===== src/rtl/subleq_pkg.sv =====
// Shared SUBLEQ definitions: state codes used by the control FSM, datapath and pc_incre.
package subleq_pkg;

    localparam int unsigned STATE_W = 4;

    typedef enum logic [STATE_W-1:0] {
        FETCH_A     = 4'd0,
        LOAD_A      = 4'd1,
        FETCH_B     = 4'd2,
        LOAD_B      = 4'd3,
        FETCH_C     = 4'd4,
        LOAD_C      = 4'd5,
        FETCH_MEM_A = 4'd6,
        LOAD_MEM_A  = 4'd7,
        FETCH_MEM_B = 4'd8,
        LOAD_MEM_B  = 4'd9,
        EXECUTE     = 4'd10,
        WRITEBACK   = 4'd11,
        UPDATE_PC   = 4'd12,
        IDLE        = 4'd13,
        HALT        = 4'd14,
        UNUSED      = 4'd15
    } state_t;

endpackage


===== src/rtl/subleq_ctrl_fsm.sv =====
// SUBLEQ control unit: 13-state instruction sequencer with start/halt handshake,
// negative-target halt, retired-instruction counter and optional watchdog.
module subleq_ctrl_fsm
    import subleq_pkg::*;
#(
    parameter int unsigned DATA_W    = 64,
    parameter int unsigned CNT_W     = 32,
    parameter int unsigned MAX_INSTR = 0
) (
    input  logic                clk,
    input  logic                rst,
    input  logic                start,
    input  logic                zero,
    input  logic                negative,
    input  logic [DATA_W-1:0]   mem_data_out,
    output logic [STATE_W-1:0]  state,
    output logic                a_ld,
    output logic                b_ld,
    output logic                c_ld,
    output logic                mem_a_ld,
    output logic                mem_b_ld,
    output logic                result_ld,
    output logic                mem_read,
    output logic                mem_write,
    output logic                pc_ld,
    output logic                busy,
    output logic                halted,
    output logic                timeout,
    output logic [CNT_W-1:0]    instr_count
);

    state_t           cur, nxt;
    logic             c_neg;
    logic             take;
    logic             halt_instr;
    logic             wd_fire;
    logic             restart;
    logic [CNT_W-1:0] cnt_inc;
    logic             unused_data;

    assign take       = zero | negative;
    assign halt_instr = take & c_neg;
    assign cnt_inc    = (&instr_count) ? instr_count : instr_count + 1'b1;
    assign wd_fire    = (MAX_INSTR != 0) && (cnt_inc == CNT_W'(MAX_INSTR)) && !halt_instr;
    assign restart    = ((cur == IDLE) || (cur == HALT)) && start;
    assign state      = cur;

    // Only the sign bit of the target word is consumed here.
    assign unused_data = ^mem_data_out[DATA_W-2:0];

    always_ff @(posedge clk or posedge rst) begin
        if (rst) cur <= IDLE;
        else     cur <= nxt;
    end

    always_comb begin
        nxt = cur;
        case (cur)
            FETCH_A:     nxt = LOAD_A;
            LOAD_A:      nxt = FETCH_B;
            FETCH_B:     nxt = LOAD_B;
            LOAD_B:      nxt = FETCH_C;
            FETCH_C:     nxt = LOAD_C;
            LOAD_C:      nxt = FETCH_MEM_A;
            FETCH_MEM_A: nxt = LOAD_MEM_A;
            LOAD_MEM_A:  nxt = FETCH_MEM_B;
            FETCH_MEM_B: nxt = LOAD_MEM_B;
            LOAD_MEM_B:  nxt = EXECUTE;
            EXECUTE:     nxt = WRITEBACK;
            WRITEBACK:   nxt = UPDATE_PC;
            UPDATE_PC:   nxt = (halt_instr || wd_fire) ? HALT : FETCH_A;
            IDLE, HALT:  if (start) nxt = FETCH_A;
            default:     nxt = IDLE;
        endcase
    end

    always_comb begin
        a_ld      = 1'b0;
        b_ld      = 1'b0;
        c_ld      = 1'b0;
        mem_a_ld  = 1'b0;
        mem_b_ld  = 1'b0;
        result_ld = 1'b0;
        mem_read  = 1'b0;
        mem_write = 1'b0;
        pc_ld     = 1'b0;
        busy      = 1'b0;
        halted    = 1'b0;
        case (cur)
            FETCH_A, FETCH_B, FETCH_C, FETCH_MEM_A, FETCH_MEM_B: begin
                mem_read = 1'b1;
                busy     = 1'b1;
            end
            LOAD_A:     begin mem_read = 1'b1; busy = 1'b1; a_ld     = 1'b1; end
            LOAD_B:     begin mem_read = 1'b1; busy = 1'b1; b_ld     = 1'b1; end
            LOAD_C:     begin mem_read = 1'b1; busy = 1'b1; c_ld     = 1'b1; end
            LOAD_MEM_A: begin mem_read = 1'b1; busy = 1'b1; mem_a_ld = 1'b1; end
            LOAD_MEM_B: begin mem_read = 1'b1; busy = 1'b1; mem_b_ld = 1'b1; end
            EXECUTE:    begin busy = 1'b1; result_ld = 1'b1; end
            WRITEBACK:  begin busy = 1'b1; mem_write = 1'b1; end
            // A watchdog stop still loads the PC; only a halt instruction leaves it in place.
            UPDATE_PC:  begin busy = 1'b1; pc_ld = !halt_instr; end
            HALT:       halted = 1'b1;
            default:    ;
        endcase
    end

    always_ff @(posedge clk or posedge rst) begin
        if (rst) begin
            instr_count <= '0;
            timeout     <= 1'b0;
            c_neg       <= 1'b0;
        end else begin
            if (restart) begin
                instr_count <= '0;
                timeout     <= 1'b0;
            end else if (cur == UPDATE_PC) begin
                instr_count <= cnt_inc;
                if (wd_fire) timeout <= 1'b1;
            end
            if (cur == LOAD_C) c_neg <= mem_data_out[DATA_W-1];
        end
    end

endmodule


===== config.mk =====
export PLATFORM = sky130hd
export DESIGN_NAME = subleq_ctrl_fsm
export DESIGN_NICKNAME = d
export VERILOG_FILES = /design/src/rtl/subleq_pkg.sv /design/src/rtl/subleq_ctrl_fsm.sv
export SDC_FILE = /design/constraint.sdc
export NUM_CORES = 1
export LEC_CHECK = 0
export ABC_CLOCK_PERIOD_IN_PS = 2570
export BUFFER_PORTS_ARGS = -buffer_cell sky130_fd_sc_hd__buf_4
export CAP_MARGIN = 10
export CELL_PAD_IN_SITES_DETAIL_PLACEMENT = 0
export CELL_PAD_IN_SITES_GLOBAL_PLACEMENT = 2
export CORE_MARGIN = 1.5
export CORE_UTILIZATION = 25
export DETAILED_ROUTE_END_ITERATION = 16
export HOLD_SLACK_MARGIN = 0.05
export PLACE_DENSITY = 0.9
export SETUP_SLACK_MARGIN = 0.4
export SLEW_MARGIN = 20
export SYNTH_ARGS = -nofsm -noshare
export SYNTH_HDL_FRONTEND = slang
export SYNTH_SLANG_ARGS = --single-unit

===== constraint.sdc =====
create_clock -name clk -period 2.57 [get_ports clk]
set_input_delay 0.3855 -clock clk [delete_from_list [all_inputs] [get_ports clk]]
set_output_delay 0.3855 -clock clk [all_outputs]
set_load 0.005 [all_outputs]

# Word level (Yosys, flattened, before mapping)
# Index checks and enable logic that the tools add are counted.
[word_totals]
register_bits = 37
out_inout_bits = 48
word_cells = 49
[op_classes]
addsub = 1
n_eq_ne = 16
muxes = 17
bitwise = 2
n_reduce_logical = 10
[ops]
columns = ["cell", "n"]
rows = [
  ["32-bit 2-to-1 mux", 3],
  ["4-bit one-hot mux with 14 select lines", 1],
  ["32-bit by 1-bit adder with 32-bit output (second input constant)", 1],
  ["32-bit AND reduction", 1],
  ["4-bit == test (second input constant)", 7],
  ["4-bit by 3-bit == test with 1-bit output (second input constant)", 4],
  ["13-bit OR reduction", 1],
  ["1-bit 2-to-1 mux", 11],
  ["10-bit OR reduction", 1],
  ["4-bit by 2-bit == test with 1-bit output (second input constant)", 2],
  ["4-bit 2-to-1 mux", 2],
  ["4-bit by 1-bit == test with 1-bit output (second input constant)", 1],
  ["4-bit logical NOT", 1],
  ["2-bit inequality test (second input constant)", 2],
  ["2-bit AND reduction", 1],
  ["2-bit nonzero test", 1],
  ["2-bit OR reduction", 1],
  ["1-bit AND", 1],
  ["1-bit logical AND", 1],
  ["1-bit logical NOT", 1],
  ["1-bit logical OR", 1],
  ["1-bit bitwise OR", 1],
]

# Logic depth before layout (Yosys ltp)
[logic_depth]
ltp_word = 5
ltp_mapped = 8
depth_no_buf = 6

# Least setup slack after synthesis
# Ideal clock, no wire load.
[synth_path]
path_type = "flip-flop to flip-flop"
start = "register instr_count[0]"
end = "register instr_count[12]"
arrival_ns = 2.145
required_time_ns = 2.446
path_slack_ns = 0.301
stages_incl_launch_ff = 9
n_path_buf = 2
period_less_slack_ns = 2.269
cell_sequence = "dfrtp_1 -> ha_1 -> nand3_1 -> or4_4 -> o31ai_2 -> buf_6 -> buf_12 -> nor3_1 -> a211o_1"
[synth_between]
elab_chain_cells = 4
word_cells_on_any_way = 7
cone_classes = "1 x add/sub; 1 x eq/ne; 3 x mux; 2 x reduce/logical"
[synth_rtl]
columns = ["item", "line", "source"]
rows = [
  ["start, declared", "subleq_ctrl_fsm.sv:29", "output logic [CNT_W-1:0] instr_count"],
  ["start signal, assigned", "subleq_ctrl_fsm.sv:118", "instr_count <= cnt_inc;"],
  ["32-bit by 1-bit adder with 32-bit output", "subleq_ctrl_fsm.sv:43", "assign cnt_inc = (&instr_count) ? instr_count : instr_count + 1'b1;"],
  ["32-bit 2-to-1 mux", "subleq_ctrl_fsm.sv:43", ""],
  ["32-bit 2-to-1 mux", "subleq_ctrl_fsm.sv:117", "end else if (cur == UPDATE_PC) begin"],
  ["32-bit 2-to-1 mux", "subleq_ctrl_fsm.sv:114", "if (restart) begin"],
]
# Parallel ways exist; a longest one is shown, timed or not. The select of a mux whose other input is x is not followed.
# A chain may end at the register's enable or synchronous reset.

# Worst setup path in the final report
[layout_path]
start = "register cur[2] (netlist: state[2])"
end = "register instr_count[8]"
[layout_between]
elab_chain_cells = 5
word_cells_on_any_way = 9
cone_classes = "4 x eq/ne; 1 x mux; 4 x reduce/logical"
[layout_rtl]
columns = ["item", "line", "source"]
rows = [
  ["start, declared", "subleq_ctrl_fsm.sv:32", "state_t cur, nxt;"],
  ["start signal, assigned", "subleq_ctrl_fsm.sv:53", "else cur <= nxt;"],
  ["4-bit == test", "subleq_ctrl_fsm.sv:45", "assign restart = ((cur == IDLE) || (cur == HALT)) && start;"],
  ["1-bit logical OR", "subleq_ctrl_fsm.sv:45", ""],
  ["1-bit logical AND", "subleq_ctrl_fsm.sv:45", ""],
  ["2-bit inequality test (no line) or 2-bit nonzero test (tied branches)", "n/a", ""],
  ["2-bit AND reduction (no line)", "n/a", ""],
]
# Parallel ways exist; a longest one is shown, timed or not.

==> results.yml <==
flow_run:
  maxCapViolCount: 0
synth:
  synthTopCellsByArea: "dfrtp_1 (37%), nand3_1 (4.5%), nand2_1 (3.7%)"
  avgSynthCellArea_um2: 8.70
  yosys.area.top_type: "dfrtp_1"
  synth_most_common_cell: "dfrtp_1"
  synth_edf_count: 0
  syn-num-nets: 336
  ys_seq_area_frac: 0.402
  ys_ff_latch: 37
  synth_ff_type: "dfrtp_1"
  syn_area_mm2: 0.00231
  synth_common_cells: "dfrtp_1 (34), nand2_1 (23), nand3_1 (21)"
  synth_cells: 266
  ys_warn_count: 0
  synth_top_cell_area_share: 0.368
  async_flop_share: 1.00
  synth.distinct_cells: 53
floorplanning:
  core_area_mm2: 0.00885
  start_util: 0.262
  ioPinCount: 117
  dieArea_mm2: 0.00985
  die_x_um: 99.2
  std_cell_rows: 34
  die_h_um: 99.2
final_layout:
  final_util: 0.375
  fin_nets: 423
  diodes: 0
  area_growth_pct: 43.4
  final_layout_size_suffix_gt1_frac: 0.364
sta:
  hold_violations: 0
  worst_slew_pin_slew_ns: 0.549
  rsz0062_at_grt: "yes"
  tns_ns: 0
  finalCriticalPeriod_ns: 2.09
  slew-limit-headroom: 0.633
  slew_viol_final: 0
  setup_viol_count_final: 0
  fmax_mhz: 477
  fin_crit_sh: 0.815
  worst_clock_skew_ns: 0.0152
  hold_ws_ns: 0.199
routing:
  wl_um: 7150
  wire_per_inst_um: 15.5
  vias: 2401
  firstDrtPassIters: 4
  viasPerCell: 5.20
  postRouteAntennaNets: 0
  drcViolationCount: 0
  first_iter_violations: 160
placement:
  place.gp.congestion: 0.826
  hpwl_um: 4750
  io_buffer_count: 52
power_and_ir_drop:
  leakage_nw: 1.50
  clkPwrFrac: 0.194
  swShare: 0.376
  intPower_mw: 1.77
  power_density_mw_per_mm2: 857
  power_frac_seq: 0.359
  ir_drop_v: 0.000268
  totalPowerFinal_mw: 2.84
  p_comb_frac: 0.447
  p_sw_mw: 1.07
cts:
  clk_latency_ns: 0.30
  cts_root_buf: "clkbuf_8"
  htreeDepth: 2
  path_clk_slew_ns: 0.09
  cts_hold_buf: 0
  clock-sinks: 37
  cts_tree: "done"
  cts_buffer_depth: 2
  cts_buffers: 5
worst_setup_path:
  cp-start-kind: "register"
  crit_type: "register to register"
  cp.required_ns: 2.75
  crit_arrival_ns: 2.28
  endpoint_kind: "register"
  worstPathMaxFanout: 10
global_routing:
  antenna_found_initial: 0
  grt_util_all_layers: 0.144
  grt_pass1_wl_um: 11400
  grt_pass1_vias: 2247
  grt_overflow_total: 0
  grt_max_degree: 38
hold_path:
  hold_path_class: "input pin to asynchronous set/reset pin"
run_status:
  status: "finished, final reports clean"
-- power by group through the flow --
stage	combinational, mW	sequential [mW]	clock (mW)
floorplan	0.580	0.987	0
global placement	1.02	1.06	0
detailed placement	1.04	1.06	0
CTS	1.18	1.03	0.557
global route	1.40	1.06	0.575
finish	1.27	1.02	0.551
-- sequential cells by signal, summed over array words and instances (netlist names) --
register / flops
state: 4
instr_count: 32
c_neg: 1
-- stage by stage --
stage,std cells,setup WS (ns),cell area (µm²)
floorplan,266,0.418,2330
global placement,426,0.251,2890
detailed placement,426,0.252,2890
CTS,451,0.409,3170
global route,462,0.335,3320
finish,462,0.476,3320
-- layout by cell type (no fill, tap or decap), drive strengths merged, types with 3 or more instances in the layout --
master   count
inv          4
mux2i        3
nor4         5
o21ai       15
nand4       11
dfstp        3
and3        12
xnor2        4
nand3       21
a2111oi      3
nand2       23
nor2        20
nand2b       4
dfrtp       34
a21oi       14
and2         7
or3          5
o31ai        7
a211o        7
and4         6
or4          7
nor3        14
buf         96
clkbuf       6
-- worst max-delay path, cell delays in order, from the launching register on --
cell,delay [ns]
dfstp_2,0.61
nand2_2,0.11
or3_1,0.51
a31oi_4,0.27
nor2_4,0.12
a221o_1,0.36
-- logic make-up (layout without fill, tap and decap cells) --
| kind of cell | count (synthesis) | count (layout) | synth area share |
|---|---|---|---|
| and+or+nand+nor | 139 | 139 | 0.331 |
| adders and majority gates | 1 | 1 | 0.00540 |
| xor gates and xnor gates | 4 | 4 | 0.0151 |
| AOI/OAI and AO/OA | 60 | 60 | 0.179 |
| muxes | 4 | 4 | 0.0178 |
| DFF | 37 | 37 | 0.402 |
| other | 1 | 1 | 0.00162 |
| buffers and inverters | 20 | 108 | 0.0476 |
-- timing repair --
item,CTS,global route
buffers inserted,14,11
endpoints found under the setup margin,22,27
gates resized for setup,12,15
gates cloned,3,0
pin swaps,2,9
-- metal layers --
metal / vias to the layer above / share of wire / global-route usage / wire, µm
li1: 1191 / - / - / -
met1: 1148 / 0.46 / 0.196 / 3320
met2: 57 / 0.48 / 0.233 / 3410
met3: 5 / 0.050 / 0.0281 / 360
met4: 0 / 0.0096 / 0.0433 / 69
met5: - / 0 / 0 / 0
-- layout make-up --
cell class,instances,area (µm²)
well taps,108,135
inverters,4,15.0
fillers,937,5530
flip-flops and latches,37,936
clock buffers,6,82.6
clock inverters,2,37.5
repair buffers,96,743
multi-input cells,209,1370
-- path summary, 6_finish.rpt --
| path | from | endpoint | slack [ns] | cells after the start |
|---|---|---|---|---|
| max reg2reg | state[2] | instr_count[8] | 0.48 | 5 |
| max | state[2] | instr_count[8] | 0.48 | 5 |
| min | rst | instr_count[25] | 0.20 | 3 |
| max in group asynchronous | rst | instr_count[10] | 1.98 | 3 |
| min reg2reg | c_neg | c_neg | 0.51 | 1 |
| min in group clk | mem_data_out[63] | c_neg | 0.31 | 2 |
Power figures use the tool's default switching activity.
